$ cat src/rtl/matmul_pkg.sv
// Shared types and memory-map constants for the matmul input path.
package matmul_pkg;

    // Memory map of the input matrix and width of the RAM read port.
    localparam logic [31:0] INPUT_MAT_BASE_ADDR = 32'h0000_1000;
    localparam logic [31:0] MEM_ADDR_INCR       = 32'h0000_0008;
    localparam int unsigned MEM_PORT_WIDTH      = 64;

    typedef enum logic [2:0] {
        IDLE,
        MEM_RD,
        MEM_RD_WAIT,
        STREAM,
        DRAIN,
        DONE
    } loader_state_e;

    // Byte address of input-matrix row 'row'.
    function automatic logic [31:0] row_addr(input logic [31:0] row);
        return INPUT_MAT_BASE_ADDR + row * MEM_ADDR_INCR;
    endfunction

endpackage

$ cat src/rtl/matmul_input_loader_skew_delay_line.sv
// Triangular skew line: lane i is delayed by i clocks, lane 0 passes straight through.
// All stages hold their contents while en is low.
module skew_delay_line #(
    parameter int unsigned ROWS      = 4,
    parameter int unsigned WORD_SIZE = 16
) (
    input  logic                      clk,
    input  logic                      rst,
    input  logic                      en,
    input  logic [ROWS*WORD_SIZE-1:0] in_data,
    input  logic [ROWS-1:0]           in_valid,
    output logic [ROWS*WORD_SIZE-1:0] out_data,
    output logic [ROWS-1:0]           out_valid
);

    for (genvar i = 0; i < ROWS; i++) begin : g_lane
        if (i == 0) begin : g_pass
            assign out_data[0 +: WORD_SIZE] = in_data[0 +: WORD_SIZE];
            assign out_valid[0]             = in_valid[0];
        end else begin : g_dly
            logic [WORD_SIZE-1:0] data_q  [i];
            logic [i-1:0]         valid_q;

            // i-deep shift register for lane i, frozen while en is low.
            always_ff @(posedge clk or negedge rst) begin
                if (!rst) begin
                    for (int j = 0; j < i; j++) begin
                        data_q[j] <= '0;
                    end
                    valid_q <= '0;
                end else if (en) begin
                    data_q[0]  <= in_data[i*WORD_SIZE +: WORD_SIZE];
                    valid_q[0] <= in_valid[i];
                    for (int j = 1; j < i; j++) begin
                        data_q[j]  <= data_q[j-1];
                        valid_q[j] <= valid_q[j-1];
                    end
                end
            end

            assign out_data[i*WORD_SIZE +: WORD_SIZE] = data_q[i-1];
            assign out_valid[i]                       = valid_q[i-1];
        end
    end

endmodule

$ cat src/rtl/matmul_input_loader.sv
// Input loader: reads an input matrix row by row from RAM into a local buffer, then streams
// one vector per HOLD_CYCLES clocks into the systolic array through a lane skew line.
module matmul_input_loader
    import matmul_pkg::*;
#(
    parameter int unsigned ROWS               = 4,
    parameter int unsigned MAT_ROWS           = 4,
    parameter int unsigned WORD_SIZE          = 16,
    parameter int unsigned MEM_ACCESS_LATENCY = 2,
    parameter int unsigned HOLD_CYCLES        = 2
) (
    input  logic                      clk,
    input  logic                      rst,
    input  logic                      start,
    input  logic                      stall,
    output logic [31:0]               mem_rd_addr,
    output logic                      mem_rd_en,
    input  logic [MEM_PORT_WIDTH-1:0] mem_rd_data,
    output logic [ROWS*WORD_SIZE-1:0] sa_input_bus,
    output logic [ROWS-1:0]           sa_input_valid,
    output logic                      busy,
    output logic                      load_done
);

    localparam int unsigned BUS_W  = ROWS * WORD_SIZE;
    localparam int unsigned ROW_W  = $clog2(MAT_ROWS) + 1;
    localparam int unsigned IDX_W  = (MAT_ROWS > 1) ? $clog2(MAT_ROWS) : 1;
    localparam int unsigned HOLD_W = $clog2(HOLD_CYCLES) + 1;
    localparam int unsigned DLY_W  = $clog2(MEM_ACCESS_LATENCY) + 1;
    localparam int unsigned DRN_W  = $clog2(ROWS) + 1;

    loader_state_e     state_q;
    logic [ROW_W-1:0]  row_idx_q;
    logic [ROW_W-1:0]  vec_idx_q;
    logic [HOLD_W-1:0] hold_cnt_q;
    logic [DLY_W-1:0]  delay_q;
    logic [DRN_W-1:0]  drain_cnt_q;
    logic [BUS_W-1:0]  row_buf_q [MAT_ROWS];

    // Lane-0 stage: the vector slot currently injected, before skewing.
    logic [BUS_W-1:0]  stage_data_q;
    logic [ROWS-1:0]   stage_valid_q;
    logic              skew_en;

    // Stall only freezes the array-facing path; RAM reads always run to completion.
    assign skew_en = !(stall && (state_q == STREAM || state_q == DRAIN));

    // Loader FSM with buffer, counters and registered outputs.
    always_ff @(posedge clk or negedge rst) begin
        if (!rst) begin
            state_q       <= IDLE;
            row_idx_q     <= '0;
            vec_idx_q     <= '0;
            hold_cnt_q    <= '0;
            delay_q       <= '0;
            drain_cnt_q   <= '0;
            stage_data_q  <= '0;
            stage_valid_q <= '0;
            mem_rd_addr   <= '0;
            mem_rd_en     <= 1'b0;
            busy          <= 1'b0;
            load_done     <= 1'b0;
            for (int r = 0; r < MAT_ROWS; r++) begin
                row_buf_q[r] <= '0;
            end
        end else begin
            unique case (state_q)
                IDLE: begin
                    if (start) begin
                        state_q     <= MEM_RD;
                        row_idx_q   <= '0;
                        mem_rd_addr <= row_addr(32'd0);
                        mem_rd_en   <= 1'b1;
                        busy        <= 1'b1;
                    end
                end
                MEM_RD: begin
                    mem_rd_en <= 1'b0;
                    delay_q   <= DLY_W'(MEM_ACCESS_LATENCY - 1);
                    state_q   <= MEM_RD_WAIT;
                end
                MEM_RD_WAIT: begin
                    if (delay_q != '0) begin
                        delay_q <= delay_q - 1'b1;
                    end else begin
                        row_buf_q[row_idx_q[IDX_W-1:0]] <= mem_rd_data[BUS_W-1:0];
                        row_idx_q <= row_idx_q + 1'b1;
                        if (row_idx_q == ROW_W'(MAT_ROWS - 1)) begin
                            // Preload vector 0 so it is on the lanes in the first STREAM clock.
                            state_q       <= STREAM;
                            vec_idx_q     <= '0;
                            hold_cnt_q    <= '0;
                            stage_valid_q <= '1;
                            stage_data_q  <= (row_idx_q == '0) ? mem_rd_data[BUS_W-1:0]
                                                               : row_buf_q[0];
                        end else begin
                            state_q     <= MEM_RD;
                            mem_rd_en   <= 1'b1;
                            mem_rd_addr <= row_addr(32'(row_idx_q + 1'b1));
                        end
                    end
                end
                STREAM: begin
                    if (!stall) begin
                        if (hold_cnt_q == HOLD_W'(HOLD_CYCLES - 1)) begin
                            hold_cnt_q <= '0;
                            if (vec_idx_q == ROW_W'(MAT_ROWS - 1)) begin
                                stage_data_q  <= '0;
                                stage_valid_q <= '0;
                                drain_cnt_q   <= '0;
                                if (ROWS > 1) begin
                                    state_q <= DRAIN;
                                end else begin
                                    state_q   <= DONE;
                                    load_done <= 1'b1;
                                end
                            end else begin
                                vec_idx_q    <= vec_idx_q + 1'b1;
                                stage_data_q <= row_buf_q[IDX_W'(vec_idx_q + 1'b1)];
                            end
                        end else begin
                            hold_cnt_q <= hold_cnt_q + 1'b1;
                        end
                    end
                end
                DRAIN: begin
                    if (!stall) begin
                        if (drain_cnt_q == DRN_W'(ROWS - 2)) begin
                            state_q   <= DONE;
                            load_done <= 1'b1;
                        end else begin
                            drain_cnt_q <= drain_cnt_q + 1'b1;
                        end
                    end
                end
                DONE: begin
                    load_done <= 1'b0;
                    busy      <= 1'b0;
                    state_q   <= IDLE;
                end
                default: state_q <= IDLE;
            endcase
        end
    end

    skew_delay_line #(
        .ROWS      (ROWS),
        .WORD_SIZE (WORD_SIZE)
    ) u_skew (
        .clk       (clk),
        .rst       (rst),
        .en        (skew_en),
        .in_data   (stage_data_q),
        .in_valid  (stage_valid_q),
        .out_data  (sa_input_bus),
        .out_valid (sa_input_valid)
    );

endmodule

$ cat config.mk
export PLATFORM = sky130hd
export DESIGN_NAME = matmul_input_loader
export DESIGN_NICKNAME = d
export VERILOG_FILES = /design/src/rtl/matmul_pkg.sv /design/src/rtl/matmul_input_loader_skew_delay_line.sv /design/src/rtl/matmul_input_loader.sv
export SDC_FILE = /design/constraint.sdc
export NUM_CORES = 1
export LEC_CHECK = 0
export ABC_AREA = 1
export CORE_AREA = 2 2 419 213
export CTS_CLUSTER_DIAMETER = 50
export DETAILED_ROUTE_END_ITERATION = 6
export DIE_AREA = 0 0 421 215
export DONT_BUFFER_PORTS = 1
export GPL_ROUTABILITY_DRIVEN = 0
export MAX_ROUTING_LAYER = met4
export PLACE_DENSITY = 0.43
export SLEW_MARGIN = 20
export SYNTH_ARGS = -nofsm -noshare
export SYNTH_HDL_FRONTEND = slang
export SYNTH_SLANG_ARGS = --single-unit
$ cat constraint.sdc
create_clock -name clk -period 2.2 [get_ports clk]
set_clock_uncertainty 0.2 [all_clocks]
set_input_delay 0.33 -clock clk [delete_from_list [all_inputs] [get_ports clk]]
set_output_delay 0.33 -clock clk [all_outputs]
set_load 0.03 [all_outputs]
# == Word level (Yosys, flattened, before mapping) ==
# Cells that the tools add are included.
# totals
word_cells,147
register_bits,477
output_inout_bits,103
inputBits,68
# classes
n_reduce_logical,26
magnitude_cmp,3
muxes,62
bitwise_logic,3
addsub,7
n_eq_ne,21
# op_table
operator,count
64-bit two-way mux,9
256-bit bitwise mux,1
64-bit binary-select mux with 2-bit select,1
64-bit demux with 2-bit select,1
64-bit one-hot mux with 2 select lines,1
32-bit two-way mux,3
32-bit one-hot mux with 2 select lines,1
3-bit two-way mux,19
4-bit two-way mux,5
"2-bit != test, second input constant",9
3-bit one-hot mux with 2 select lines,3
6-bit AND reduction,3
"3-bit by 2-bit == test with 1-bit output, second input constant",5
3-bit one-hot mux with 5 select lines,1
"13-bit by 7-bit adder with 14-bit output, first input constant",1
2-bit nonzero test,7
2-bit two-way mux,6
4-bit AND reduction,3
"3-bit by 1-bit adder with 3-bit output, second input constant",3
2-bit one-hot mux with 2 select lines,2
4-bit one-hot mux with 2 select lines,1
7-bit AND reduction,1
"3-bit == test, second input constant",2
"3-bit >= comparator, second input constant",2
19 further kinds,32

# == Depth between registers and ports, before layout ==
# logic_depth
word_depth,9
depth_mapped,11
ltp_nobuf,9

# == Cells and area by module ==
# From an unflattened synthesis, not the netlist that was laid out.
# unflattened
cells_unflattened,2888
area_unflattened_um2,21780.9
# by_module_without_submodules
mod,instances,seq_area_each_um2,cells_per_inst,area_per_inst_um2
matmul_input_loader,1,8633.3,2405,17579.4
skew_delay_line,1,2552.4,483,4201.5

# == Least setup slack after synthesis ==
# Ideal clock, no wire load.
# synth_timing
path_type,reg2reg
from,reg row_idx_q[0]
to,reg stage_data_q[10]
path_stages_with_launch,9
setup_ps,116
slack_ps,371
required_time_ps,1884
arrival_ps,1512
synth_period_minus_slack_ps,1829
n_path_buf,1
path_cell_list,dfrtp_1 > ha_1 > ha_1 > nand3b_1 > nand3_2 > nor2_8 > buf_2 > nand2_1 > nand2_1
# synth_via
elab_chain_len,5
elab_cells_between_ends,8
cone_classes,eq/ne: 2; mux: 4; reduce/logical: 2
# synth_lines
item,line_no,rtl
start: declaration,matmul_input_loader.sv:33,logic [ROW_W-1:0] row_idx_q;
start signal: assignment,matmul_input_loader.sv:87,row_idx_q <= row_idx_q + 1'b1;
3-bit zero test,matmul_input_loader.sv:94,stage_data_q <= (row_idx_q == '0) ? mem_rd_data[BUS_W-1:0]
64-bit two-way mux,matmul_input_loader.sv:94,
64-bit two-way mux,matmul_input_loader.sv:88,if (row_idx_q == ROW_W'(MAT_ROWS - 1)) begin
64-bit two-way mux,matmul_input_loader.sv:83,if (delay_q != '0) begin
64-bit one-hot mux with 2 select lines,matmul_input_loader.sv:67,unique case (state_q)
end signal: assignment,matmul_input_loader.sv:94,
end signal: assignment,matmul_input_loader.sv:119,stage_data_q <= row_buf_q[IDX_W'(vec_idx_q + 1'b1)];
end: declaration,matmul_input_loader.sv:41,logic [BUS_W-1:0] stage_data_q;
# Parallel ways exist; a longest one is shown, timed or not. The select of a mux whose other input is x is not followed.
# A chain may end at the register's enable or synchronous reset.

# == Final worst setup path ==
# layout_timing
from,reg row_idx_q[0]
to,reg stage_data_q[32]
# Same word-level chain as after synthesis.

==> key figures <==
Floorplanning
  • IO Pins: 171
  • Cell Rows: 77
  • Die W: approximately 420 um
  • Die area: 90,520 um^2
  • Initial Utilization: 24.77%
  • Die span in y: 215 um
  • Area of the core: 87,190 um^2

Critical path
  • Worst path max stage delay: about 400 ps
  • Worst setup SP type: register
  • Crit path max fanout: 8
  • Crit-path cells: ha_1 -> ha_1 -> nand3b_1 -> nand3_2 -> nor2_8 -> buf_4 -> nand2_1 -> nand2_1
  • Critical path arrival: 2400 ps
  • Family with the most delay on the worst path: simple AND/OR/NAND/NOR gates
  • Critical path class: reg -> reg
  • CP Capture Type: register
  • Worst path required time: 2540 ps
  • Setup slack, reg-to-reg: 150 ps
  • WP buf/inv: 1
  • Critical path's slowest cell: dfrtp_1

Timing
  • Final hold violation count: 444
  • Final setup vio count: 0
  • Period utilisation layout: 93.32%
  • Worst slew margin: -8.875%
  • Worst-Margin Slew: 1633 ps
  • Setup tns final: 0 ps
  • Final Slew Violations: 153
  • Tightest hold margin: -784.9 ps
  • F_max: 487.1 MHz
  • Tmin final: 2053 ps

Power and ir drop
  • PwrDens: 1360 nW/um^2
  • P_leak: 13.76 nW
  • VDD IR max: between 500 and 600 uV

Clock network
  • Clock transition at path regs: around 60 ps
  • Clock buffer depth: 3
  • CTS Hold Buffers Added: 66
  • CTS root buffer: clkbuf_16
  • Htree depth: 2
  • Clock latency on the worst-skew pair: 620 ps
  • Cts bufs inserted: 50
  • Clock Sink Count: 444
  • CTS tree: done

Global route
  • Grt total ovfl: 0
  • Largest net degree at the start of global routing: 445
  • Via count of the first global-routing pass: 16,390
  • Initial antenna violation count: 11
  • Tot GR Track Use: approximately 15%
  • First-pass GRT wire length: 104.6 mm

Detailed routing
  • Post-DR wirelength/cell: 16.14 um
  • DRT Pass-1 Iters: 5
  • Via Count: 16,690
  • Routed Antenna Nets: 0
  • Wirelength, routed: 65.24 mm
  • Via-per-instance ratio: 4.127
  • Drt initial violations: between 1,000 and 1,500
  • # DRC: 0

Yosys
  • Synth unique cells: 31
  • Top-area cell type share of the netlist area: around half
  • Register area share after synthesis: about half
  • Syn Inst Count: about 2,900
  • Post-synth top area cell: dfrtp_1
  • Mapped Avg Cell Area: 7.564 um^2
  • Largest cells by area after synthesis: dfrtp_1, nand2_1, inv_1
  • Synthesized cell area: 21,600 um^2
  • Seq cells post-synth: 444
  • Syn. warnings: 0

Placed design
  • DP HPWL: approximately 40 mm
  • IO Port Bufs: 0

Cells and area
  • Area grow syn2layout: 16.15%
  • Filler cells: 9,505
  • Proportion of layout cells with a drive suffix above 1: 5.653%
  • Final nets: 2,889

Outcome
  • Outcome: complete, but fails checks
  • Violated checks: hold timing, slew limit

Min path
  • Worst hold path class: in -> async

Flow run
  • Max cap viols: 0
-- layer usage --
metal | vias up | track usage (%) | wire length [um]
met5 | - | - | 0
met1 | 7746 | 23.36 | 35730
li1 | 8608 | - | -
met4 | 0 | 2.806 | 827
met3 | 63 | 3.043 | 3133
met2 | 270 | 20.14 | 25550
-- state kept, by name, indices dropped and copies added (netlist names) --
register                     count
mem_rd_en                        1
u_skew.g_lane.g_dly.data_q      64
stage_valid_q                    1
load_done                        1
hold_cnt_q                       2
row_buf_q                      256
drain_cnt_q                      3
u_skew.out_data                 32
row_idx_q                        3
delay_q                          2
vec_idx_q                        3
stage_data_q                    64
busy                             1
state_q                          3
u_skew.g_lane.g_dly.valid_q      3
mem_rd_addr                      5
-- stage by stage --
stage	instance area [um^2]	std cells	setup WS, ps	util (%)	power (mW)
after floorplan	21690	2881	371.3	-	22.17
final	25080	4043	147.0	28.77	34.10
after global routing	25080	4043	-1.693	28.77	37.06
after global placement	22720	3877	90.43	26.06	25.62
after detailed placement	22720	3877	99.51	26.06	25.53
after CTS	25040	4032	66.64	28.72	34.60
-- what timing repair did --
item                                    CTS  global route
buffers inserted                          0             1
endpoints found under the hold margin   770           444
gates resized for setup                   0             3
endpoints found under the setup margin    0            34
-- layout by cell type, fill, tap and decap left out, drive strengths merged, types with 5 or more instances in the layout --
cell type / Yosys / routed
clkinv: 0 / 14
nand3: 142 / 142
nor2: 23 / 23
clkinvlp: 0 / 5
nand2: 1235 / 1235
clkbuf: 79 / 64
o21ai: 310 / 310
dlygate4sd3: 0 / 66
ha: 10 / 10
conb: 1 / 27
diode: 0 / 10
o211ai: 64 / 64
nand4: 8 / 8
inv: 369 / 372
dfrtp: 444 / 444
buf: 160 / 51
-- worst register-to-register path, stage by stage (launching register included) --
cell	delay [ps]
dfrtp_1	390
ha_1	180
ha_1	180
nand3b_1	220
nand3_2	170
nor2_8	270
buf_4	240
nand2_1	80
nand2_1	50
-- final cells by class --
| cell class | instances | area, um^2 | share of cell area [%] |
|---|---|---|---|
| tap | 1185 | 1483 | 5.911 |
| multi-input combinational | 1829 | 7959 | 31.73 |
| sequential | 444 | 11120 | 44.31 |
| antenna | 10 | 25.02 | 0.09976 |
| inverter | 369 | 1390 | 5.542 |
| clock inverter | 25 | 235.2 | 0.9377 |
| timing repair buffer | 117 | 1451 | 5.786 |
| clock buffer | 64 | 1425 | 5.681 |
-- cells by family (layout without fill, tap and decap cells) --
logic type	after synthesis	count (layout)	synth area share, %
flip-flops	444	444	51.45
adder cells (fa/ha/maj)	10	10	0.5794
AND/OR/NAND/NOR	1412	1412	25.88
XOR/XNOR	1	1	0.04056
buffers and inverters	608	575	12.49
AO/OA/AOI/OAI	379	379	9.542
other	1	37	0.01736
-- Yosys cell counts (all sizes together) --
cell    instances
conb            1
nor3            1
a21oi           4
inv           369
o21ai         310
ha             10
nand3         142
dfrtp         444
nor4            1
o211ai         64
o32ai           1
nor2           23
or2             1
buf           160
nand3b          1
nand4           8
nand2        1235
xnor2           1
clkbuf         79
-- power breakdown --
group | leakage [nW] | switching [mW] | internal (mW) | total, mW
Sequential | 4.82 | 3.16 | 11.1 | 14.3
Clock | 0.821 | 3.75 | 4.93 | 8.69
Combinational | 8.12 | 7.05 | 4.09 | 11.1
Total | 13.8 | 14.0 | 20.1 | 34.1
-- worst paths after layout --
path                            cells past startpoint                               from                   to
worst max register to register                      8                       row_idx_q[0]     stage_data_q[32]
max in group asynchronous                           0                                rst       row_buf_q[112]
worst max-delay path                                8                       row_idx_q[0]     stage_data_q[32]
min in group clk                                    4                              stall     stage_data_q[39]
worst min register to register                      2  u_skew.g_lane[3].g_dly.data_q[31]  u_skew.out_data[63]
worst min-delay path                                0                                rst       row_buf_q[143]
(Power assumes the default switching activity.)
